--- config.mk ---
export PLATFORM = sky130hd
export DESIGN_NAME = snitch_link_scheduler
export DESIGN_NICKNAME = d
export VERILOG_FILES = /design/src/rtl/snitch_link_scheduler.sv
export SDC_FILE = /design/constraint.sdc
export NUM_CORES = 1
export LEC_CHECK = 0
export BUFFER_PORTS_ARGS = -buffer_cell sky130_fd_sc_hd__buf_2
export CAP_MARGIN = 10
export CORE_AREA = 10 10 126 128
export DETAILED_ROUTE_END_ITERATION = 8
export DIE_AREA = 0 0 136 138
export PLACE_DENSITY = 0.58
export SLEW_MARGIN = 20
export SYNTH_ARGS = -nofsm -noshare
export SYNTH_HDL_FRONTEND = slang
export SYNTH_SLANG_ARGS = --single-unit
--- constraint.sdc ---
create_clock -name clk_i -period 3 [get_ports clk_i]
set_input_delay 0.15 -clock clk_i [delete_from_list [all_inputs] [get_ports clk_i]]
set_output_delay 0.15 -clock clk_i [all_outputs]
set_load 0.1 [all_outputs]
--- src/rtl/snitch_link_scheduler.sv ---
// snitch_link_scheduler
// Round-robin arbiter between the Snitch fetch and LSU request ports onto a
// single registered link request, with an in-order origin tag FIFO that routes
// each link response back to the requester that issued it.
//
// Handshake semantics (all ports): a transfer happens in a cycle where valid
// and ready are both high on the rising edge; ready may depend combinationally
// on valid, and valid never depends on ready.
module snitch_link_scheduler #(
    parameter int unsigned AddrWidth      = 8,
    parameter int unsigned DataWidth      = 32,
    parameter int unsigned MaxOutstanding = 4,
    localparam int unsigned CntWidth      = $clog2(MaxOutstanding + 1),
    localparam int unsigned StrbWidth     = DataWidth / 8
) (
    input  logic                 clk_i,
    input  logic                 rst_i,
    // fetch port
    input  logic                 inst_qvalid_i,
    input  logic [AddrWidth-1:0] inst_qaddr_i,
    output logic                 inst_qready_o,
    output logic [DataWidth-1:0] inst_pdata_o,
    output logic                 inst_pvalid_o,
    input  logic                 inst_pready_i,
    // LSU port
    input  logic                 lsu_qvalid_i,
    input  logic [AddrWidth-1:0] lsu_qaddr_i,
    input  logic [DataWidth-1:0] lsu_qdata_i,
    input  logic                 lsu_qwrite_i,
    input  logic [StrbWidth-1:0] lsu_qstrb_i,
    output logic                 lsu_qready_o,
    output logic [DataWidth-1:0] lsu_pdata_o,
    output logic                 lsu_pvalid_o,
    input  logic                 lsu_pready_i,
    // link request (serializer side)
    output logic                 link_qvalid_o,
    output logic [AddrWidth-1:0] link_qaddr_o,
    output logic [DataWidth-1:0] link_qdata_o,
    output logic                 link_qwrite_o,
    output logic [StrbWidth-1:0] link_qstrb_o,
    output logic                 link_qsel_o,
    input  logic                 link_qready_i,
    // link response (deserializer side)
    input  logic                 link_pvalid_i,
    input  logic [DataWidth-1:0] link_pdata_i,
    output logic                 link_pready_o,
    // status
    output logic [CntWidth-1:0]  outstanding_o,
    output logic                 err_o
);

    localparam int unsigned         PtrWidth = (MaxOutstanding > 1) ? $clog2(MaxOutstanding) : 1;
    localparam logic [CntWidth-1:0] MaxCnt   = CntWidth'(MaxOutstanding);
    localparam logic [PtrWidth-1:0] LastPtr  = PtrWidth'(MaxOutstanding - 1);

    // Origin encoding used by last_q, the tag FIFO and link_qsel_o.
    localparam logic SelInst = 1'b0;
    localparam logic SelLsu  = 1'b1;

    // Pointers wrap at MaxOutstanding, which need not be a power of two.
    function automatic logic [PtrWidth-1:0] ptr_inc(input logic [PtrWidth-1:0] p);
        return (p == LastPtr) ? '0 : p + 1'b1;
    endfunction

    // output request register (ORD)
    logic                 ord_valid_q, ord_valid_d;
    logic [AddrWidth-1:0] ord_addr_q, ord_addr_d;
    logic [DataWidth-1:0] ord_data_q, ord_data_d;
    logic                 ord_write_q, ord_write_d;
    logic [StrbWidth-1:0] ord_strb_q, ord_strb_d;
    logic                 ord_sel_q, ord_sel_d;
    logic                 last_q, last_d;

    // tag FIFO and counters
    logic [MaxOutstanding-1:0] tag_q, tag_d;
    logic [PtrWidth-1:0]       wptr_q, wptr_d;
    logic [PtrWidth-1:0]       rptr_q, rptr_d;
    logic [CntWidth-1:0]       fcnt_q, fcnt_d;
    logic [CntWidth-1:0]       outst_q, outst_d;
    logic                      err_q, err_d;

    logic fifo_empty;
    logic head_sel;
    logic resp_hs;
    logic can_load;
    logic issue;
    logic gnt_lsu;
    logic gnt_inst;
    logic req_hs;

    // Response routing: steer the link response to the owner of the oldest tag.
    always_comb begin
        fifo_empty    = (fcnt_q == '0);
        head_sel      = tag_q[rptr_q];
        inst_pdata_o  = link_pdata_i;
        lsu_pdata_o   = link_pdata_i;
        inst_pvalid_o = 1'b0;
        lsu_pvalid_o  = 1'b0;
        link_pready_o = 1'b1;
        if (!fifo_empty) begin
            if (head_sel == SelLsu) begin
                lsu_pvalid_o  = link_pvalid_i;
                link_pready_o = lsu_pready_i;
            end else begin
                inst_pvalid_o = link_pvalid_i;
                link_pready_o = inst_pready_i;
            end
        end
        resp_hs = !fifo_empty && link_pvalid_i && link_pready_o;
    end

    // Arbitration and issue: a retiring response frees its slot in the same cycle.
    always_comb begin
        can_load      = !ord_valid_q || link_qready_i;
        issue         = can_load
                        && ((outst_q < MaxCnt) || resp_hs)
                        && ((fcnt_q < MaxCnt) || resp_hs);
        gnt_lsu       = lsu_qvalid_i && (!inst_qvalid_i || (last_q == SelInst));
        gnt_inst      = inst_qvalid_i && !gnt_lsu;
        inst_qready_o = gnt_inst && issue;
        lsu_qready_o  = gnt_lsu && issue;
        req_hs        = inst_qready_o || lsu_qready_o;
    end

    // ORD next state: load on request handshake, drain on link handshake.
    always_comb begin
        ord_valid_d = ord_valid_q;
        ord_addr_d  = ord_addr_q;
        ord_data_d  = ord_data_q;
        ord_write_d = ord_write_q;
        ord_strb_d  = ord_strb_q;
        ord_sel_d   = ord_sel_q;
        last_d      = last_q;
        if (req_hs) begin
            ord_valid_d = 1'b1;
            ord_addr_d  = gnt_lsu ? lsu_qaddr_i : inst_qaddr_i;
            ord_data_d  = gnt_lsu ? lsu_qdata_i : '0;
            ord_write_d = gnt_lsu && lsu_qwrite_i;
            ord_strb_d  = gnt_lsu ? lsu_qstrb_i : '0;
            ord_sel_d   = gnt_lsu ? SelLsu : SelInst;
            last_d      = gnt_lsu ? SelLsu : SelInst;
        end else if (link_qready_i) begin
            ord_valid_d = 1'b0;
        end
    end

    // Tag FIFO and counter next state; push and pop together leave counts alone.
    always_comb begin
        tag_d   = tag_q;
        wptr_d  = wptr_q;
        rptr_d  = rptr_q;
        fcnt_d  = fcnt_q;
        outst_d = outst_q;
        err_d   = err_q | (fifo_empty & link_pvalid_i);
        if (req_hs) begin
            tag_d[wptr_q] = gnt_lsu;
            wptr_d        = ptr_inc(wptr_q);
        end
        if (resp_hs) begin
            rptr_d = ptr_inc(rptr_q);
        end
        case ({req_hs, resp_hs})
            2'b10: begin
                fcnt_d  = fcnt_q + 1'b1;
                outst_d = outst_q + 1'b1;
            end
            2'b01: begin
                fcnt_d  = fcnt_q - 1'b1;
                outst_d = outst_q - 1'b1;
            end
            default: begin
                fcnt_d  = fcnt_q;
                outst_d = outst_q;
            end
        endcase
    end

    // State registers; reset empties ORD and the FIFO and makes inst win the first tie.
    always_ff @(posedge clk_i or posedge rst_i) begin
        if (rst_i) begin
            ord_valid_q <= 1'b0;
            ord_addr_q  <= '0;
            ord_data_q  <= '0;
            ord_write_q <= 1'b0;
            ord_strb_q  <= '0;
            ord_sel_q   <= SelInst;
            last_q      <= SelLsu;
            tag_q       <= '0;
            wptr_q      <= '0;
            rptr_q      <= '0;
            fcnt_q      <= '0;
            outst_q     <= '0;
            err_q       <= 1'b0;
        end else begin
            ord_valid_q <= ord_valid_d;
            ord_addr_q  <= ord_addr_d;
            ord_data_q  <= ord_data_d;
            ord_write_q <= ord_write_d;
            ord_strb_q  <= ord_strb_d;
            ord_sel_q   <= ord_sel_d;
            last_q      <= last_d;
            tag_q       <= tag_d;
            wptr_q      <= wptr_d;
            rptr_q      <= rptr_d;
            fcnt_q      <= fcnt_d;
            outst_q     <= outst_d;
            err_q       <= err_d;
        end
    end

    // Link request and status outputs come straight from registers.
    always_comb begin
        link_qvalid_o = ord_valid_q;
        link_qaddr_o  = ord_addr_q;
        link_qdata_o  = ord_data_q;
        link_qwrite_o = ord_write_q;
        link_qstrb_o  = ord_strb_q;
        link_qsel_o   = ord_sel_q;
        outstanding_o = outst_q;
        err_o         = err_q;
    end

endmodule

==> flow_summary.toml, run 1 <==
[route]
drc_errors = 0
drt-initial-drc-count = 62
vias = 2243
vias_per_cell = 4.32
wl_um = 8200
wire_per_inst_um = 15.8
drtAntennaViolNets = 0
drtPass1Iterations = 4

[clock_network]
clock_latency_ps = 330
cts_max_level = 3
cts_buffer_depth = 2
cts_tree = "done"
post_cts_buffers = 0
numCtsBuffers = 9
path_clk_slew_ps = 50
cts_root_buf = "clkbuf_16"
cts_num_sinks = 63
postCtsHoldBufs = 0

[yosys]
synth.area.top_cells = "dfrtp_1 (47%), buf_4 (15%), a22o_1 (9.9%)"
yosys.area.top_type_share_pct = 47.3
synthMuxAreaShare_pct = 8.93
synth_edf_count = 0
netlist_area_sq_um = 3280
synthFlopType = "dfrtp_1"
ys_warn_count = 0
yosysUniqueCellTypes = 38
synth_top_family_by_area = "buffers and inverters"
synth_xor_xnor_area_share_pct = 1.60
synth-simple-area-share_pct = 5.23
netlist_instances = 280
synthArstFlopShare_pct = 100
synth_largest_area_cell = "dfrtp_1"
ys_ff_latch = 63
syn-num-nets = 381
synthAdderAreaFrac_pct = 3.51
yosysSeqAreaShare_pct = 48.1
avgSynthCellArea_sq_um = 11.7
synth_compound_area_share_pct = 14.1

[status]
status = "complete, no violations"

[final_layout]
antennaDiodeCount = 0
drive_gt1_share_pct = 48.4
fill_cells = 1383
regArea_sq_um = 1580
multiInputGateArea_sq_um = 1110
area.growth.synth_to_final_pct = 19.7
layout_commonest_cell = "buf_2"
nets = 435
layout_common_cells = "buf_2 (116), dfrtp_1 (62), a22o_1 (37)"

[place]
pre_cts_ws_ps = 259
gp_congestion = 0.761
port_buffers = 116
post-dp-hpwl_um = 6010

[timing]
worstMarginPinSlew_ps = 817
slew_violations = 0
hold_viol = 0
rsz0062_at_grt = "false"
fin_skew_ps = 6.84
period_needed_ps = 2730
tns_ps = 0
finalSetupViolations = 0
fmaxAchievable_mhz = 366
setup_slack_ps = 266
min_period_over_period_pct = 91.1
relSlewSlack_pct = 45.5

[grt]
antenna_found_initial = 0
grt_start_max_net_pins = 64
grt_use_total_pct = 8.97
grt_pass1_wl_um = 13300
grt_overflow = 0
grt_pass1_vias = 2598

[setup_path]
r2r_start = "rptr_q[0]"
rr_endpoint = "fcnt_q[2]"
cp.required_ps = 3250
reg2reg_depth = 9
arrival_ps = 2990
end_kind = "flip-flop"
r2r_slack_ps = 270
cp-start-kind = "flip-flop"
worstSetupPathType = "flip-flop to flip-flop"
worst-path-max-fanout = 5

[hold_path]
worstHoldStart = "lsu_qdata_i[9]"
holdPathStages = 2
hold_path_end = "link_qdata_o[9]"
hp-class = "primary input to flip-flop"

[floorplan]
ios = 213
initial_core_util_pct = 24.3
fp.dieH_um = 138
row_count = 43
die-width_um = 136
die_area_sq_um = 18800
core_sq_um = 13500

[run]
drv_cap = 0
==> kinds of logic (layout without fill, tap and decap cells) <==
| group | after synthesis | in the layout |
|---|---|---|
| buffers and inverters | 90 | 149 |
| XOR/XNOR | 6 | 6 |
| AO/OA/AOI/OAI | 56 | 56 |
| adder cells (fa/ha/maj) | 8 | 8 |
| multiplexers | 25 | 25 |
| flip-flops | 63 | 63 |
| AND/OR/NAND/NOR | 32 | 32 |
==> through the flow <==
step / util, % / hold slack, ps / cells / instance area, sq um
2_1_floorplan: - / 265 / 280 / 3280
3_3_place_gp: 26.5 / 301 / 503 / 3570
3_5_place_dp: 26.5 / 301 / 503 / 3570
4_1_cts: 29.0 / 27.3 / 519 / 3920
5_1_grt: 29.0 / 30.4 / 519 / 3920
6_report: 29.0 / 46.6 / 519 / 3920
==> timing repair <==
action	in CTS	in global routing
resized for setup	0	2
endpoints found under the hold margin	0	0
endpoints found under the setup margin	0	1
==> final cells by class <==
cell class,instances,area share [%]
Inverter,12,1.21
Clock buffer,14,7.24
Sequential cell,63,40.2
Tap cell,180,5.74
Timing Repair Buffer,121,15.8
Multi-Input combinational cell,127,28.3
Clock inverter,2,1.53
==> critical path: stages, from the launching register on <==
cell	delay, ps
dfrtp_1	400
mux4_2	580
mux2_4	380
a21oi_4	140
ha_1	220
inv_1	100
fa_1	400
xor2_1	160
nor2_1	110
xor2_1	160
==> per-layer routing <==
metal / global-route usage [%] / part of all wire, % / vias up
met5: 0 / 0 / -
met4: 7.12 / 5.1 / 0
met3: 3.70 / 9.4 / 44
met2: 13.5 / 44 / 103
met1: 9.73 / 41 / 1065
li1: - / - / 1031
==> state kept, by name, indices dropped and copies added, names as in the netlist <==
register       flops
link_qwrite_o      1
last_q             1
link_qvalid_o      1
tag_q              4
err_o              1
link_qaddr_o       8
link_qstrb_o       4
fcnt_q             3
outstanding_o      3
wptr_q             2
link_qdata_o      32
link_qsel_o        1
rptr_q             2
==> cells in the mapped netlist, drive strengths merged, types with 2 or more instances <==
master  count
fa          2
a22o       37
ha          6
clkbuf      7
nand3       3
buf        71
and3        3
inv        12
nor2        8
o21ai       5
mux2i       3
nor3        3
a21oi       3
xnor2       2
nand2b      3
dfrtp      62
o211ai      5
nand4       7
mux2       21
xor2        4
==> worst max-delay path by stage <==
stage / depth (start not counted) / endpoint / slack [ps] / start
2_1_floorplan: 6 / link_qdata_o[11] / 90 / outstanding_o[2]
3_3_place_gp: 9 / outstanding_o[2] / 360 / rptr_q[0]
3_5_place_dp: 9 / fcnt_q[2] / 260 / rptr_q[0]
4_1_cts: 5 / lsu_qready_o / 10 / rptr_q[0]
5_1_grt: 9 / fcnt_q[2] / 110 / rptr_q[0]
6_report: 9 / fcnt_q[2] / 270 / rptr_q[0]
Power of run 1 is left out: the tool's default activity adds up to more than one toggle a clock period on the data nets, which glitch-free logic cannot reach.
==> inputs of run 2 (changes only) <==
==> constraint.sdc (replaced) <==
create_clock -name clk_i -period 3 [get_ports clk_i]
set_input_delay 0.6 -clock clk_i [delete_from_list [all_inputs] [get_ports clk_i]]
set_output_delay 0.6 -clock clk_i [all_outputs]
set_load 0.1 [all_outputs]
==> run 2 against run 1 <==
  * Count of clock-buffer cells in the layout shrank 3
  * Utilization shrank 0.22 points
  * Design area shrank 0.77%
  * Die area is the same
  * Non-clock buffer count grew 2
  * Register-to-register slack lost 20 ps
  * First-iteration DRC count is the same
  * Final cell count shrank 0.19%
==> flow_summary.toml, run 2 (synthesis results as in run 1) <==
[place]
post-dp-hpwl_um = 6000
port_buffers = 116
gp_congestion = 0.767
dpl_cell_area_sq_um = 3610
placed_cells = 505

[grt]
grt_pass1_vias = 2548
grt_use_total_pct = 8.83
grt_start_max_net_pins = 48
grt_overflow = 0
antenna_found_initial = 0
grt_pass1_wl_um = 13100

[setup_path]
cp.required_ps = 2400
worstSetupPathType = "flip-flop to primary output"
critical_path.cell_chain = "mux4_2, mux2_4, a31oi_2, nor3b_4, buf_6"
critPathSlowestCell = "mux4_2"
arrival_ps = 2250
end_kind = "primary output"
cp-start-kind = "flip-flop"
worst-path-max-fanout = 5
cpLargestDelayFamily = "multiplexers"
path_buf_inv = 1
cp_slowest_stage_delay_ps = 590

[hold_path]
hp-class = "primary input to async pin"

[route]
drtAntennaViolNets = 0
vias_per_cell = 4.27
wl_um = 8070
drc_errors = 0
vias = 2213
drtPass1Iterations = 4
drt-initial-drc-count = 62
wire_per_inst_um = 15.6

[clock_network]
post_cts_buffers = 0
cts_max_level = 3
cts_root_buf = "clkbuf_16"
cts_tree = "done"
path_clk_slew_ps = 50
clock_latency_ps = 330
cts_num_sinks = 63
postCtsHoldBufs = 0
cts_buffer_depth = 2
numCtsBuffers = 9

[floorplan]
row_count = 43
die-width_um = 136
ios = 213
core_sq_um = 13500
initial_core_util_pct = 24.3
die_area_sq_um = 18800
fp.dieH_um = 138

[run]
drv_cap = 0

[final_layout]
postLayoutCellArea_sq_um = 3890
drive_gt1_share_pct = 48.2
layout_commonest_cell = "buf_2"
final_cells = 518
layout_common_cells = "buf_2 (114), dfrtp_1 (62), a22o_1 (37)"
fill_cells = 1425
nets = 437
area.growth.synth_to_final_pct = 18.7
antennaDiodeCount = 0
largest_register_ffs = 32

[timing]
period_needed_ps = 2850
fin_skew_ps = 6.12
min_period_over_period_pct = 94.9
worstMarginPinSlew_ps = 780
rsz0062_at_grt = "false"
fmaxAchievable_mhz = 351
slew_violations = 0
tns_ps = 0
relSlewSlack_pct = 47.9
finalSetupViolations = 0
hold_viol = 0

[status]
status = "complete, no violations"
## run 2: final timing paths
path	slack, ps	endpoint	from	cells past startpoint
max in group asynchronous	1830	last_q	rst_i	3
hold / removal	410	link_qdata_o[29]	rst_i	2
setup reg to reg	250	fcnt_q[2]	rptr_q[0]	9
min in group clk_i	460	err_o	err_o	1
hold reg to reg	460	err_o	err_o	1
setup / recovery	150	inst_qready_o	rptr_q[0]	5
## run 2: layout make-up
| type | count | area, sq um | share of cell area, % |
|---|---|---|---|
| Multi-Input combinational cell | 127 | 1120 | 28.8 |
| Timing Repair Buffer | 123 | 654 | 16.8 |
| Clock inverter | 2 | 35.0 | 0.900 |
| Inverter | 12 | 45.0 | 1.16 |
| Clock buffer | 11 | 233 | 5.98 |
| Tap cell | 180 | 225 | 5.79 |
| Sequential cell | 63 | 1580 | 40.5 |
## run 2: per-layer routing
layer | routed length, um | vias up | track usage, %
met5 | 0 | - | 0
met4 | 312 | 0 | 5.38
met3 | 787 | 41 | 4.53
met2 | 3530 | 95 | 12.7
met1 | 3430 | 1048 | 10.2
li1 | - | 1029 | -
## run 2: timing repair
action / 4_1_cts / 5_1_grt
gates resized for setup: 2 / 1
cloned: 0 / 0
endpoints found under the setup margin: 1 / 1
## run 2: stage by stage
step / utilization [%] / setup WS (ps) / hold WS, ps
final: 28.8 / 153 / 412
after global routing: 28.8 / 36.6 / 483
after CTS: 28.8 / 78.4 / 447
after detailed placement: 26.7 / 252 / 443
after global placement: 26.7 / 354 / 441
after floorplan: - / 75.5 / 480
Power of run 2 is left out for the same reason.
==> inputs of run 3 (changes only) <==
- CORE_AREA: 10 10 126 128 -> 10 10 98 165
- DIE_AREA: 0 0 136 138 -> 0 0 108 175
==> run 3 against run 2 <==
  * Sequential share of layout area fell by 0.052 points
  * Via count grew 0.99%
  * Count of clock-buffer cells in the layout unchanged
  * Fmax shrank 1.3%
  * Critical path depth did not move
  * Critical endpoint unchanged
  * Flip-flop and latch count did not move
==> flow_summary.toml, run 3 (synthesis results as in run 1) <==
[status]
status = "complete, no violations"

[clock_network]
cts_tree = "done"
path_clk_slew_ps = 60
numCtsBuffers = 9
cts_root_buf = "clkbuf_16"
cts_buffer_depth = 2
clock_latency_ps = 330
cts_max_level = 3
cts_num_sinks = 63
postCtsHoldBufs = 0

[setup_path]
arrival_ps = 2280
startpoint = "rptr_q[0]"
path_buf_inv = 1
cp.depth = 5
critPathSlowestCell = "mux4_2"
worst-path-max-fanout = 5
cp-start-kind = "flip-flop"
rr_endpoint = "fcnt_q[2]"
reg2reg_depth = 9
cp_slowest_stage_delay_ps = 590
worstSetupPathType = "flip-flop to primary output"
cp.required_ps = 2400
end_kind = "primary output"
r2r_start = "rptr_q[0]"
critical_path.cell_chain = "mux4_2, mux2_4, a31oi_2, nor3b_4, buf_4"
endpoint = "inst_qready_o"
r2r_slack_ps = 280
cpLargestDelayFamily = "multiplexers"

[floorplan]
row_count = 56
die_area_sq_um = 18900
die-width_um = 108
core_sq_um = 13400
initial_core_util_pct = 24.5
fp.dieH_um = 175
ios = 213

[grt]
grt_use_total_pct = 9.11
antenna_found_initial = 0
grt_start_max_net_pins = 48
grt_pass1_wl_um = 13400
grt_overflow = 0
grt_pass1_vias = 2598

[timing]
slew_violations = 0
fmaxAchievable_mhz = 347
relSlewSlack_pct = 49.2
fin_skew_ps = 7.58
worstMarginPinSlew_ps = 761
period_needed_ps = 2880
finalSetupViolations = 0
rsz0062_at_grt = "false"
hold_viol = 0
min_period_over_period_pct = 96.1
tns_ps = 0

[final_layout]
layout_common_cells = "buf_2 (114), dfrtp_1 (62), a22o_1 (37)"
fill_cells = 1389
antennaDiodeCount = 0
drive_gt1_share_pct = 49.1
largest_register_ffs = 32
postLayoutCellArea_sq_um = 3900
layout_commonest_cell = "buf_2"
nets = 438
area.growth.synth_to_final_pct = 18.9

[place]
post-dp-hpwl_um = 6460
gp_congestion = 0.807
port_buffers = 116
dpl_cell_area_sq_um = 3610

[route]
wl_um = 8470
drc_errors = 0
drt-initial-drc-count = 58
vias = 2235
vias_per_cell = 4.33
drtAntennaViolNets = 0
wire_per_inst_um = 16.4
drtPass1Iterations = 4

[hold_path]
hp-class = "primary input to async pin"

[run]
drv_cap = 0
-- run 3: how the worst min path moves through the flow --
stage	startpoint	to	slack [ps]	cells after the start
after floorplan	tag_q[2]	tag_q[2]	480	2
after global placement	err_o	err_o	450	1
after detailed placement	err_o	err_o	460	1
after CTS	rst_i	link_qdata_o[30]	440	2
after global routing	rst_i	link_qdata_o[29]	480	2
final	rst_i	link_qdata_o[29]	410	2
-- run 3: worst register-to-register path: stages (launching register included) --
cell,delay (ps)
dfrtp_1,410
mux4_2,590
mux2_4,380
a21oi_4,140
ha_1,230
inv_1,100
fa_1,380
xor2_1,150
nor2_1,110
xor2_1,150
-- run 3: area by class of cell --
| cell class | instances | area (sq um) | area share [%] |
|---|---|---|---|
| clock buffers | 11 | 243 | 6.23 |
| clock inverters | 5 | 33.8 | 0.867 |
| inverters | 12 | 45.0 | 1.16 |
| multi-input cells | 127 | 1120 | 28.8 |
| flip-flops and latches | 63 | 1580 | 40.5 |
| well taps | 174 | 218 | 5.59 |
| repair buffers | 124 | 658 | 16.9 |
-- run 3: per-stage QoR --
stage               util [%]  hold slack, ps  setup slack, ps  std cells
finish                  29.1             409              116        516
global route            29.1             480             49.1        516
CTS                     29.1             443             84.8        516
detailed placement      27.0             457              295        500
global placement        27.0             446              344        500
floorplan                  -             480             75.5        280
-- run 3: what timing repair did --
item	4_1_cts	5_1_grt
gates resized for setup	2	0
setup buffers	0	0
endpoints found under the setup margin	1	0
-- run 3: per-layer routing --
| layer | part of all wire [%] | GRT usage [%] |
|---|---|---|
| met5 | 0 | 0 |
| met4 | 2.5 | 5.26 |
| met3 | 5.8 | 2.76 |
| met2 | 54 | 16.2 |
| met1 | 38 | 8.97 |
Power of run 3 is left out for the same reason.
